==> config.mk <==
export PLATFORM = sky130hd
export DESIGN_NAME = pixel_readout_seq
export DESIGN_NICKNAME = d
export VERILOG_FILES = /design/src/rtl/pixseq_pkg.sv /design/src/rtl/pixseq_sync2.sv /design/src/rtl/pixel_readout_seq.sv
export SDC_FILE = /design/constraint.sdc
export NUM_CORES = 1
export LEC_CHECK = 0
export ABC_AREA = 1
export CAP_MARGIN = 5
export CORE_MARGIN = 3
export CORE_UTILIZATION = 46
export CTS_CLUSTER_DIAMETER = 60
export DETAILED_ROUTE_END_ITERATION = 10
export HOLD_SLACK_MARGIN = 0.15
export PLACE_DENSITY = 0.81
export SYNTH_ARGS = -nofsm -noshare
export SYNTH_HDL_FRONTEND = slang
export SYNTH_SLANG_ARGS = --single-unit
==> constraint.sdc <==
create_clock -name clk -period 2.8 [get_ports clk]
set_input_delay 0.56 -clock clk [delete_from_list [all_inputs] [get_ports clk]]
set_output_delay 0.56 -clock clk [all_outputs]
set_load 0.02 [all_outputs]
==> src/rtl/pixseq_pkg.sv <==
// Shared types and helpers for the pixel readout sequencer.
package pixseq_pkg;

    localparam int SYNC_LAT = 2;
    localparam int MAX_PIX  = 32;

    typedef enum logic [2:0] {
        ST_IDLE = 3'd0,
        ST_RST  = 3'd1,
        ST_INT  = 3'd2,
        ST_SMP  = 3'd3,
        ST_CONV = 3'd4,
        ST_OUT  = 3'd5,
        ST_NEXT = 3'd6
    } state_e;

    typedef struct packed {
        logic       found;
        logic [4:0] idx;
    } bitsel_t;

    // Lowest set bit above cur; optionally wraps to the lowest set bit overall.
    function automatic bitsel_t next_set_bit(input logic [MAX_PIX-1:0] mask,
                                             input logic [4:0]         cur,
                                             input logic               wrap);
        bitsel_t r;
        r = '0;
        for (int i = MAX_PIX - 1; i >= 0; i--) begin
            if (mask[i] && (i > int'(cur))) begin
                r.found = 1'b1;
                r.idx   = 5'(i);
            end
        end
        if (!r.found && wrap) begin
            for (int i = MAX_PIX - 1; i >= 0; i--) begin
                if (mask[i]) begin
                    r.found = 1'b1;
                    r.idx   = 5'(i);
                end
            end
        end
        return r;
    endfunction

endpackage

==> src/rtl/pixseq_sync2.sv <==
// Resettable two-flop synchroniser for asynchronous analog returns.
module pixseq_sync2 (
    input  logic clk,
    input  logic rst_n,
    input  logic d_i,
    output logic q_o
);
    logic s1_q, s2_q;

    always_ff @(posedge clk or negedge rst_n) begin
        if (!rst_n) begin
            s1_q <= 1'b0;
            s2_q <= 1'b0;
        end else begin
            s1_q <= d_i;
            s2_q <= s1_q;
        end
    end

    assign q_o = s2_q;
endmodule

==> src/rtl/pixel_readout_seq.sv <==
// Pixel array sequencer: reset/integrate/sample phases, single-slope ramp
// conversion per enabled channel, results over a valid/ready handshake.
module pixel_readout_seq
    import pixseq_pkg::*;
#(
    parameter int N_PIX = 12,
    parameter int CNT_W = 10,
    parameter int T_W   = 8,
    parameter int CH_W  = (N_PIX > 1) ? $clog2(N_PIX) : 1
) (
    input  logic             clk,
    input  logic             rst_n,
    input  logic             start,
    input  logic             abort,
    input  logic             cont_mode,
    input  logic [N_PIX-1:0] sel_mask,
    input  logic [T_W-1:0]   t_rst,
    input  logic [T_W-1:0]   t_int,
    input  logic [T_W-1:0]   t_sh,
    input  logic             cmp_in,
    output logic             sh_rst,
    output logic             sw1,
    output logic             sh,
    output logic             sh_cmp,
    output logic             sw2,
    output logic [N_PIX-1:0] pix_sel,
    output logic [CNT_W-1:0] ramp_code,
    output logic             busy,
    output logic             res_valid,
    input  logic             res_ready,
    output logic [CNT_W-1:0] res_data,
    output logic [CH_W-1:0]  res_ch,
    output logic             res_ovf
);
    state_e             state_q, state_d;
    logic [T_W-1:0]     timer_q, timer_d;
    logic [T_W-1:0]     trst_q, trst_d, tint_q, tint_d, tsh_q, tsh_d;
    logic [N_PIX-1:0]   mask_q, mask_d;
    logic [CH_W-1:0]    ch_q, ch_d;
    logic [CNT_W-1:0]   ramp_q, ramp_d;
    logic [CNT_W-1:0]   rdata_q, rdata_d;
    logic [CH_W-1:0]    rch_q, rch_d;
    logic               rovf_q, rovf_d;
    logic [N_PIX-1:0]   psel_q, psel_d;
    logic               shrst_q, sw1_q, sh_q, shcmp_q, busy_q, rvld_q;
    logic               cmp_s;
    bitsel_t            sel;

    // Timer counts down to 0, so a phase lasts max(t,1) cycles.
    function automatic logic [T_W-1:0] dur(input logic [T_W-1:0] t);
        return (t == '0) ? '0 : t - 1'b1;
    endfunction

    pixseq_sync2 u_cmp_sync (
        .clk   (clk),
        .rst_n (rst_n),
        .d_i   (cmp_in),
        .q_o   (cmp_s)
    );

    always_comb begin
        state_d = state_q;
        timer_d = timer_q;
        trst_d  = trst_q;
        tint_d  = tint_q;
        tsh_d   = tsh_q;
        mask_d  = mask_q;
        ch_d    = ch_q;
        ramp_d  = ramp_q;
        rdata_d = rdata_q;
        rch_d   = rch_q;
        rovf_d  = rovf_q;
        sel     = '0;
        case (state_q)
            ST_IDLE: if (start && (sel_mask != '0)) begin
                mask_d  = sel_mask;
                trst_d  = t_rst;
                tint_d  = t_int;
                tsh_d   = t_sh;
                sel     = next_set_bit(MAX_PIX'(sel_mask), 5'd31, 1'b1);
                ch_d    = sel.idx[CH_W-1:0];
                timer_d = dur(t_rst);
                state_d = ST_RST;
            end
            ST_RST: if (timer_q == '0) begin
                timer_d = dur(tint_q);
                state_d = ST_INT;
            end else timer_d = timer_q - 1'b1;
            ST_INT: if (timer_q == '0) begin
                timer_d = dur(tsh_q);
                state_d = ST_SMP;
            end else timer_d = timer_q - 1'b1;
            ST_SMP: if (timer_q == '0) begin
                ramp_d  = '0;
                state_d = ST_CONV;
            end else timer_d = timer_q - 1'b1;
            ST_CONV: begin
                // Trip seen SYNC_LAT codes late; back the code off by that much.
                if (cmp_s) begin
                    rdata_d = (ramp_q >= CNT_W'(SYNC_LAT)) ? ramp_q - CNT_W'(SYNC_LAT) : '0;
                    rovf_d  = 1'b0;
                    rch_d   = ch_q;
                    state_d = ST_OUT;
                end else if (ramp_q == '1) begin
                    rdata_d = '1;
                    rovf_d  = 1'b1;
                    rch_d   = ch_q;
                    state_d = ST_OUT;
                end else ramp_d = ramp_q + 1'b1;
            end
            ST_OUT: if (res_ready) state_d = ST_NEXT;
            ST_NEXT: begin
                sel = next_set_bit(MAX_PIX'(mask_q), 5'(ch_q), cont_mode);
                if (sel.found) begin
                    ch_d    = sel.idx[CH_W-1:0];
                    timer_d = dur(trst_q);
                    state_d = ST_RST;
                end else state_d = ST_IDLE;
            end
            default: state_d = ST_IDLE;
        endcase
        if (abort) state_d = ST_IDLE;
        if (state_d != ST_CONV) ramp_d = '0;
        if (state_d != ST_OUT) begin
            rdata_d = '0;
            rch_d   = '0;
            rovf_d  = 1'b0;
        end
        psel_d = (state_d inside {ST_RST, ST_INT, ST_SMP, ST_CONV, ST_OUT}) ?
                 (N_PIX'(1) << ch_d) : '0;
    end

    always_ff @(posedge clk or negedge rst_n) begin
        if (!rst_n) begin
            state_q <= ST_IDLE;
            timer_q <= '0;
            trst_q  <= '0;
            tint_q  <= '0;
            tsh_q   <= '0;
            mask_q  <= '0;
            ch_q    <= '0;
            ramp_q  <= '0;
            rdata_q <= '0;
            rch_q   <= '0;
            rovf_q  <= 1'b0;
            psel_q  <= '0;
            shrst_q <= 1'b0;
            sw1_q   <= 1'b0;
            sh_q    <= 1'b0;
            shcmp_q <= 1'b0;
            busy_q  <= 1'b0;
            rvld_q  <= 1'b0;
        end else begin
            state_q <= state_d;
            timer_q <= timer_d;
            trst_q  <= trst_d;
            tint_q  <= tint_d;
            tsh_q   <= tsh_d;
            mask_q  <= mask_d;
            ch_q    <= ch_d;
            ramp_q  <= ramp_d;
            rdata_q <= rdata_d;
            rch_q   <= rch_d;
            rovf_q  <= rovf_d;
            psel_q  <= psel_d;
            shrst_q <= (state_d == ST_RST);
            sw1_q   <= (state_d == ST_INT);
            sh_q    <= (state_d == ST_SMP);
            shcmp_q <= (state_d == ST_CONV);
            busy_q  <= (state_d != ST_IDLE);
            rvld_q  <= (state_d == ST_OUT);
        end
    end

    assign sh_rst    = shrst_q;
    assign sw1       = sw1_q;
    assign sh        = sh_q;
    assign sh_cmp    = shcmp_q;
    assign sw2       = shcmp_q;
    assign pix_sel   = psel_q;
    assign ramp_code = ramp_q;
    assign busy      = busy_q;
    assign res_valid = rvld_q;
    assign res_data  = rdata_q;
    assign res_ch    = rch_q;
    assign res_ovf   = rovf_q;
endmodule

Word-level counts from Yosys, hierarchy flattened
Index checks and enable logic that the tools add are counted.
{"block": "totals", "regBits": 96, "inputBits": 43, "output_inout_bits": 44, "elab_cells": 171}
{"block": "classes", "n_addsub": 7, "order_cmp": 12, "n_eq_ne": 20, "shift": 1, "mux": 80, "reduce_logical": 31}
{"operator": "6-bit 2-to-1 mux", "count": 26}
{"operator": "10-bit 2-to-1 mux", "count": 9}
{"operator": "4-bit 2-to-1 mux", "count": 18}
{"operator": "8-bit 2-to-1 mux", "count": 9}
{"operator": "8-bit logical NOT", "count": 5}
{"operator": "8-bit case mux with 5 select lines", "count": 1}
{"operator": "8-bit by 1-bit subtractor with 8-bit output (second input constant)", "count": 5}
{"operator": "3-bit 2-to-1 mux", "count": 8}
{"operator": "3-bit case mux with 7 select lines", "count": 1}
{"operator": "10-bit case mux with 2 select lines", "count": 1}
{"operator": "3-bit by 4-bit greater-than comparator with 1-bit output (first input constant)", "count": 4}
{"operator": "4-bit greater-than comparator (first input constant)", "count": 4}
{"operator": "3-bit equality test (second input constant)", "count": 5}
{"operator": "3-bit != test (second input constant)", "count": 5}
{"operator": "1-bit logical AND", "count": 13}
{"operator": "3-bit by 2-bit equality test with 1-bit output (second input constant)", "count": 4}
{"operator": "12-bit 2-to-1 mux", "count": 1}
{"operator": "12-bit nonzero test", "count": 1}
{"operator": "1-bit by 4-bit left shift with 12-bit output (first input constant)", "count": 1}
{"operator": "10-bit by 1-bit adder with 10-bit output (second input constant)", "count": 1}
{"operator": "10-bit equality test (second input constant)", "count": 1}
{"operator": "10-bit by 2-bit >= comparator with 1-bit output (second input constant)", "count": 1}
{"operator": "5-bit nonzero test", "count": 2}
{"operator": "10-bit by 2-bit subtractor with 10-bit output (second input constant)", "count": 1}
{"operator": "other kinds (12)", "count": 24}

Logic depth before layout (Yosys ltp)
Gate-level depths: netlist of run 1.
{"block": "logic_depth", "word_depth": 34, "ltp_mapped": 28, "ltp_nobuf": 28}

Cells and area by module
Synthesis of run 1 repeated with hierarchy kept, for this count alone.
{"block": "unflattened", "cells_unflattened": 730, "area_unflattened_um2": 5675.4}
{"module": "pixel_readout_seq", "instances": 1, "cells_per_inst": 728, "area_per_inst_um2": 5625.4}
{"module": "pixseq_sync2", "instances": 1, "cells_per_inst": 2, "area_per_inst_um2": 50.0}

Least setup slack after synthesis of run 1
No wires, ideal clock.
{"block": "synth_path", "path_kind": "register to register", "start": "register ramp_q[0] (netlist: ramp_code[0])", "end": "register rch_q[2] (netlist: res_ch[2])", "t_arrival_ns": 2.315, "setup_slack_ns": 0.392, "stages_incl_launch_ff": 18, "cell_sequence": "dfrtp_1 ha_1 nand2_1 nor2_2 nand3_2 nor2_2 nand3_2 o21ai_4 nand2_1 nand3_2 nand2_2 nor2_1 inv_2 nor2_4 inv_4 nor2_2 nand2_1 o31ai_2"}
{"block": "synth_via", "elab_chain_cells": 8, "elab_cells_between_ends": 10, "cone_classes": "eq/ne (2); mux (5); reduce/logical (3)"}
{"item": "start, declared", "line": "pixel_readout_seq.sv:40", "rtl": "logic [CNT_W-1:0] ramp_q, ramp_d;"}
{"item": "start signal, assigned", "line": "pixel_readout_seq.sv:161", "rtl": "ramp_q <= ramp_d;"}
{"item": "10-bit equality test *", "line": "pixel_readout_seq.sv:104", "rtl": "end else if (ramp_q == '1) begin"}
{"item": "3-bit 2-to-1 mux", "line": "pixel_readout_seq.sv:104"}
{"item": "3-bit 2-to-1 mux", "line": "pixel_readout_seq.sv:99", "rtl": "if (cmp_s) begin"}
{"item": "3-bit case mux with 7 select lines", "line": "pixel_readout_seq.sv:74", "rtl": "case (state_q)"}
{"item": "3-bit 2-to-1 mux", "line": "pixel_readout_seq.sv:122", "rtl": "if (abort) state_d = ST_IDLE;"}
{"item": "3-bit != test", "line": "pixel_readout_seq.sv:124", "rtl": "if (state_d != ST_OUT) begin"}
{"item": "3-bit nonzero test (no line) / 2-bit nonzero test (equally long branches)"}
{"item": "2-bit AND reduction (no line)"}
{"item": "end signal, assigned", "line": "pixel_readout_seq.sv:163", "rtl": "rch_q <= rch_d;"}
{"item": "end, declared", "line": "pixel_readout_seq.sv:42", "rtl": "logic [CH_W-1:0] rch_q, rch_d;"}
Mark *: on every way between the ends. The rest lies on a longest branch, timed or not.
A chain may end at the register's enable or synchronous reset.

Final worst setup path of run 1
{"block": "layout_path", "start": "input sel_mask[10]", "end": "register psel_q[10] (netlist: pix_sel[10])"}
{"block": "layout_via", "elab_chain_cells": 15, "elab_cells_between_ends": 26, "cone_classes": "eq/ne (5); shift (1); mux (17); reduce/logical (3)"}
{"item": "start, declared", "line": "pixel_readout_seq.sv:16", "rtl": "input logic [N_PIX-1:0] sel_mask,"}
{"item": "4-bit 2-to-1 mux (11 in series)", "line": "pixseq_pkg.sv:36", "rtl": "if (mask[i]) begin"}
{"item": "4-bit 2-to-1 mux", "line": "pixel_readout_seq.sv:75", "rtl": "ST_IDLE: if (start && (sel_mask != '0)) begin"}
{"item": "4-bit case mux with 2 select lines", "line": "pixel_readout_seq.sv:74"}
{"item": "1-bit by 4-bit left shift with 12-bit output", "line": "pixel_readout_seq.sv:130", "rtl": "(N_PIX'(1) << ch_d) : '0;"}
{"item": "12-bit 2-to-1 mux *", "line": "pixel_readout_seq.sv:129", "rtl": "psel_d = (state_d inside {ST_RST, ST_INT, ST_SMP, ST_CONV, ST_OUT}) ?"}
{"item": "named net psel_d[10]", "line": "pixel_readout_seq.sv:44", "rtl": "logic [N_PIX-1:0] psel_q, psel_d;"}
{"item": "end signal, assigned", "line": "pixel_readout_seq.sv:165", "rtl": "psel_q <= psel_d;"}
{"item": "end, declared", "line": "pixel_readout_seq.sv:44"}
The timed path passes the listed nets; every way through them passes the cells marked *.

==> summary.md, run 1 <==
| Metric | Value |
|---|---|
| Max-cap violations | `0` |
| PD cells | `about 520 nW/um2` |
| Root buffer cell | `clkbuf_16` |
| Setup crit start kind | `input pin` |
| Largest net degree at the start of global routing | `54` |
| Ports | `87` |
| CP Capture Type | `flip-flop` |
| Top post-synthesis cells by area | `dfrtp_1 (42%), nand2_1 (10%), inv_1 (6.4%), nor2_1 (5.7%), o21ai_0 (4.3%)` |
| Fin crit period | `2.57 ns` |
| Main flop type after synthesis | `dfrtp_1` |
| Mapped Area | `approximately 5700 um2` |
| TritonCTS clock tree | `done` |
| Final net count | `895` |
| Gr ovfl total | `0` |
| Skew final | `0.00744 ns` |
| Layout cells sized above 1 | `0.130` |
| Seq pwr share | `0.433` |
| Compound-Gate Fraction of Synth Area | `0.154` |
| Max-slew violations | `0` |
| Die Footprint | `13,800 um2` |
| CTS Buf Count | `9` |
| Worst-skew pair later-pin latency | `approximately 0.35 ns` |
| Hold Crit Class | `input pin to async pin` |
| Yosys warning total | `0` |
| Initial drt markers | `428` |
| Final Non-Filler Cells | `1,011` |
| Sw Pwr | `1190 uW` |
| GR Layer Usage met3 | `0.0530` |
| Clock power frac | `0.330` |
| Final worst path period share | `0.917` |
| R2R Path End | `res_ovf` |
| Layout area overhead | `27.5%` |
| Layout Utilization | `0.603` |
| H-tree Lvls | `3` |
| Core area | `12,100 um2` |
| Clock Pin Slew Worst Setup and Hold Paths | `0.07 ns` |
| Proportion of netlist area held by the largest area contributor | `0.421` |
| Total track usage | `0.206` |
| Crit Path Category | `input pin to flip-flop` |
| Initial antenna violation count | `0` |
| Post-Synth Adder-Cell Area | `0.0285` |
| M2 GR Usage | `0.340` |
| Routed wire per std cell | `13.9 um` |
| Combinational power share | `0.237` |
| DP HPWL | `10.6 mm` |
| Cells on worst reg2reg path | `17` |
| Routed via count | `5,260` |
| CP required | `3.08 ns` |
| Final WL | `around 14 mm` |
| Sequential area share after synthesis | `0.421` |
| I/O Buffers | `86` |
| Post-synth ARST share | `1.00` |
| Routed Antenna Nets | `0` |
| Run status | `complete, no violations` |
| Fmax | `389 MHz` |
| Crit-path max FO | `18` |
| Antenna diode count | `0` |
| Vias in the first global route | `4,957` |
| Distinct cells, synth | `between 50 and 60` |
| Rows | `40` |
| Switch share | `0.317` |
| Mapped Cells | `727` |
| Met1 usage | `0.272` |
| Setup TNS Final | `0 ns` |
| DR DRC count | `0` |
| Worst slew pin tran | `0.675 ns` |
| Most Crowded Layer GR | `met2` |
| Number of vias per cell | `5.20` |
| Mapped Nets | `783` |
| Post-Syn Area per Cell | `between 7 and 8 um2` |
| Relative slew slack | `0.546` |
| Placed cells | `995` |
| Die X | `117 um` |
| Drt pass-1 iters | `5` |
| Maximum vdd drop | `roughly 280 uV` |
| Crit path DAT | `2.85 ns` |
| Crit Reg-Reg Startpoint | `ramp_code[0]` |
| Final GP Congestion | `0.922` |
| Setup-failing EPs final | `0` |
| Largest family of logic cells by synthesized area | `simple AND/OR/NAND/NOR gates` |
| FF-to-FF setup slack | `0.28 ns` |
| First-pass GRT wire length | `23.3 mm` |
| Final Hold Violating Endpoints | `0` |
| CTS max path bufs | `2` |
| Most frequent cell after synthesis | `nand2_1` |
| Synth Area in XOR/XNOR | `0.0415` |
| Die height | `117 um` |
| Cell Int Power | `between 2000 and 3000 uW` |
| Area leader, netlist | `dfrtp_1` |
| Starting Density | `0.473` |
| Post-synth top cells | `nand2_1 (158), inv_1 (97), dfrtp_1 (96)` |
| #FFs+latches synth | `96` |
| Simple-gate area share of the yosys netlist | `0.270` |
| Leakage | `0.00329 uW` |
| Multiplexer area fraction after synthesis | `0` |
| CTS Sinks | `96` |
| Cts hold-fix bufs | `0` |
| Number of enable flip-flop cells after synthesis | `0` |
[flip-flops by register name, indices dropped and copies added, names as in the netlist, 3 cells and up]
signal / flops
res_data: 10
state_q: 3
timer_q: 8
mask_q: 12
tsh_q: 8
pix_sel: 12
trst_q: 8
res_ch: 4
ch_q: 4
tint_q: 8
ramp_code: 10
[timing repair]
| item | CTS | global route |
|---|---|---|
| resized for setup | 0 | 9 |
| buffers inserted | 0 | 1 |
| setup endpoints to repair | 0 | 43 |
[cells by family (layout without fill, tap and decap cells)]
kind of cell / count (synthesis) / in the layout
adder cells (fa/ha/maj): 13 / 13
AND/OR/NAND/NOR: 334 / 334
AO/OA/AOI/OAI: 132 / 132
flip-flops: 96 / 96
buffers and inverters: 125 / 241
XOR/XNOR: 27 / 27
[final cells by class]
| type | instances | area (um2) |
|---|---|---|
| Tap cell | 168 | 210 |
| Sequential cell | 96 | 2400 |
| Clock buffer | 10 | 239 |
| Timing Repair Buffer | 113 | 1090 |
| Inverter | 113 | 429 |
| Fill cell | 1022 | 4790 |
| Multi-Input combinational cell | 506 | 2850 |
| Clock inverter | 5 | 56.3 |
[layer usage]
layer	vias up	part of all wire
met4	0	0.011
li1	2609	-
met2	153	0.48
met3	11	0.055
met1	2487	0.45
met5	-	0
[power groups by stage]
stage / Combinational, uW / Sequential, uW / Clock [uW]
after floorplan: 579 / 1630 / 0
after global placement: 855 / 1640 / 0
after detailed placement: 871 / 1650 / 0
after CTS: 879 / 1620 / 1260
after global routing: 1010 / 1650 / 1330
final: 893 / 1630 / 1240
[how the worst max path moves through the flow]
stage / startpoint / to / slack, ns / depth (start not counted)
detailed placement: sel_mask[10] / res_ovf / -0.21 / 16
global route: sel_mask[10] / pix_sel[10] / -0.005 / 14
global placement: sel_mask[10] / res_data[9] / -0.17 / 16
floorplan: ramp_code[0] / res_ch[2] / 0.39 / 17
CTS: sel_mask[10] / ramp_code[7] / 0.11 / 14
finish: sel_mask[10] / pix_sel[10] / 0.23 / 14
[placed cells by master, fill, tap and decap left out, types with 22 or more instances in the layout]
cell and n:
o21ai_0 48, inv_1 96, a21oi_1 26, nor2_1 85
nand2_1 156, buf_4 26, nand3_1 26, xor2_1 22
clkdlybuf4s50_1 85, dfrtp_1 96
[stage by stage]
| step | power, uW | hold WS (ns) | cell area [um2] | setup slack (ns) |
|---|---|---|---|---|
| after detailed placement | 2520 | 0.340 | 6940 | -0.210 |
| after floorplan | 2210 | 0.264 | 5700 | 0.392 |
| after global routing | 3980 | 0.276 | 7270 | -0.00512 |
| final | 3760 | 0.237 | 7270 | 0.232 |
| after CTS | 3760 | 0.260 | 7230 | 0.112 |
| after global placement | 2500 | 0.337 | 6940 | -0.168 |
[worst max-delay path: stages]
cell	delay [ns]
clkdlybuf4s50_1	0.41
or2_1	0.24
nor3_1	0.17
nand4_1	0.18
nand2_2	0.14
nor2_4	0.04
buf_4	0.19
clkinv_1	0.07
nor2_1	0.06
a221oi_2	0.31
nand2_2	0.14
nand2_4	0.12
nand3_1	0.10
nor2_1	0.11
Power figures use the tool's default switching activity.
==> inputs of run 2 (changes only) <==
--- a/config.mk
+++ b/config.mk
@@ -13,6 +13,7 @@
 export DETAILED_ROUTE_END_ITERATION = 10
 export HOLD_SLACK_MARGIN = 0.15
 export PLACE_DENSITY = 0.81
+export SLEW_MARGIN = 15
 export SYNTH_ARGS = -nofsm -noshare
 export SYNTH_HDL_FRONTEND = slang
 export SYNTH_SLANG_ARGS = --single-unit
==> results of run 2 <==
Same layout as run 1: the final DEF is identical, and so are final timing and power.
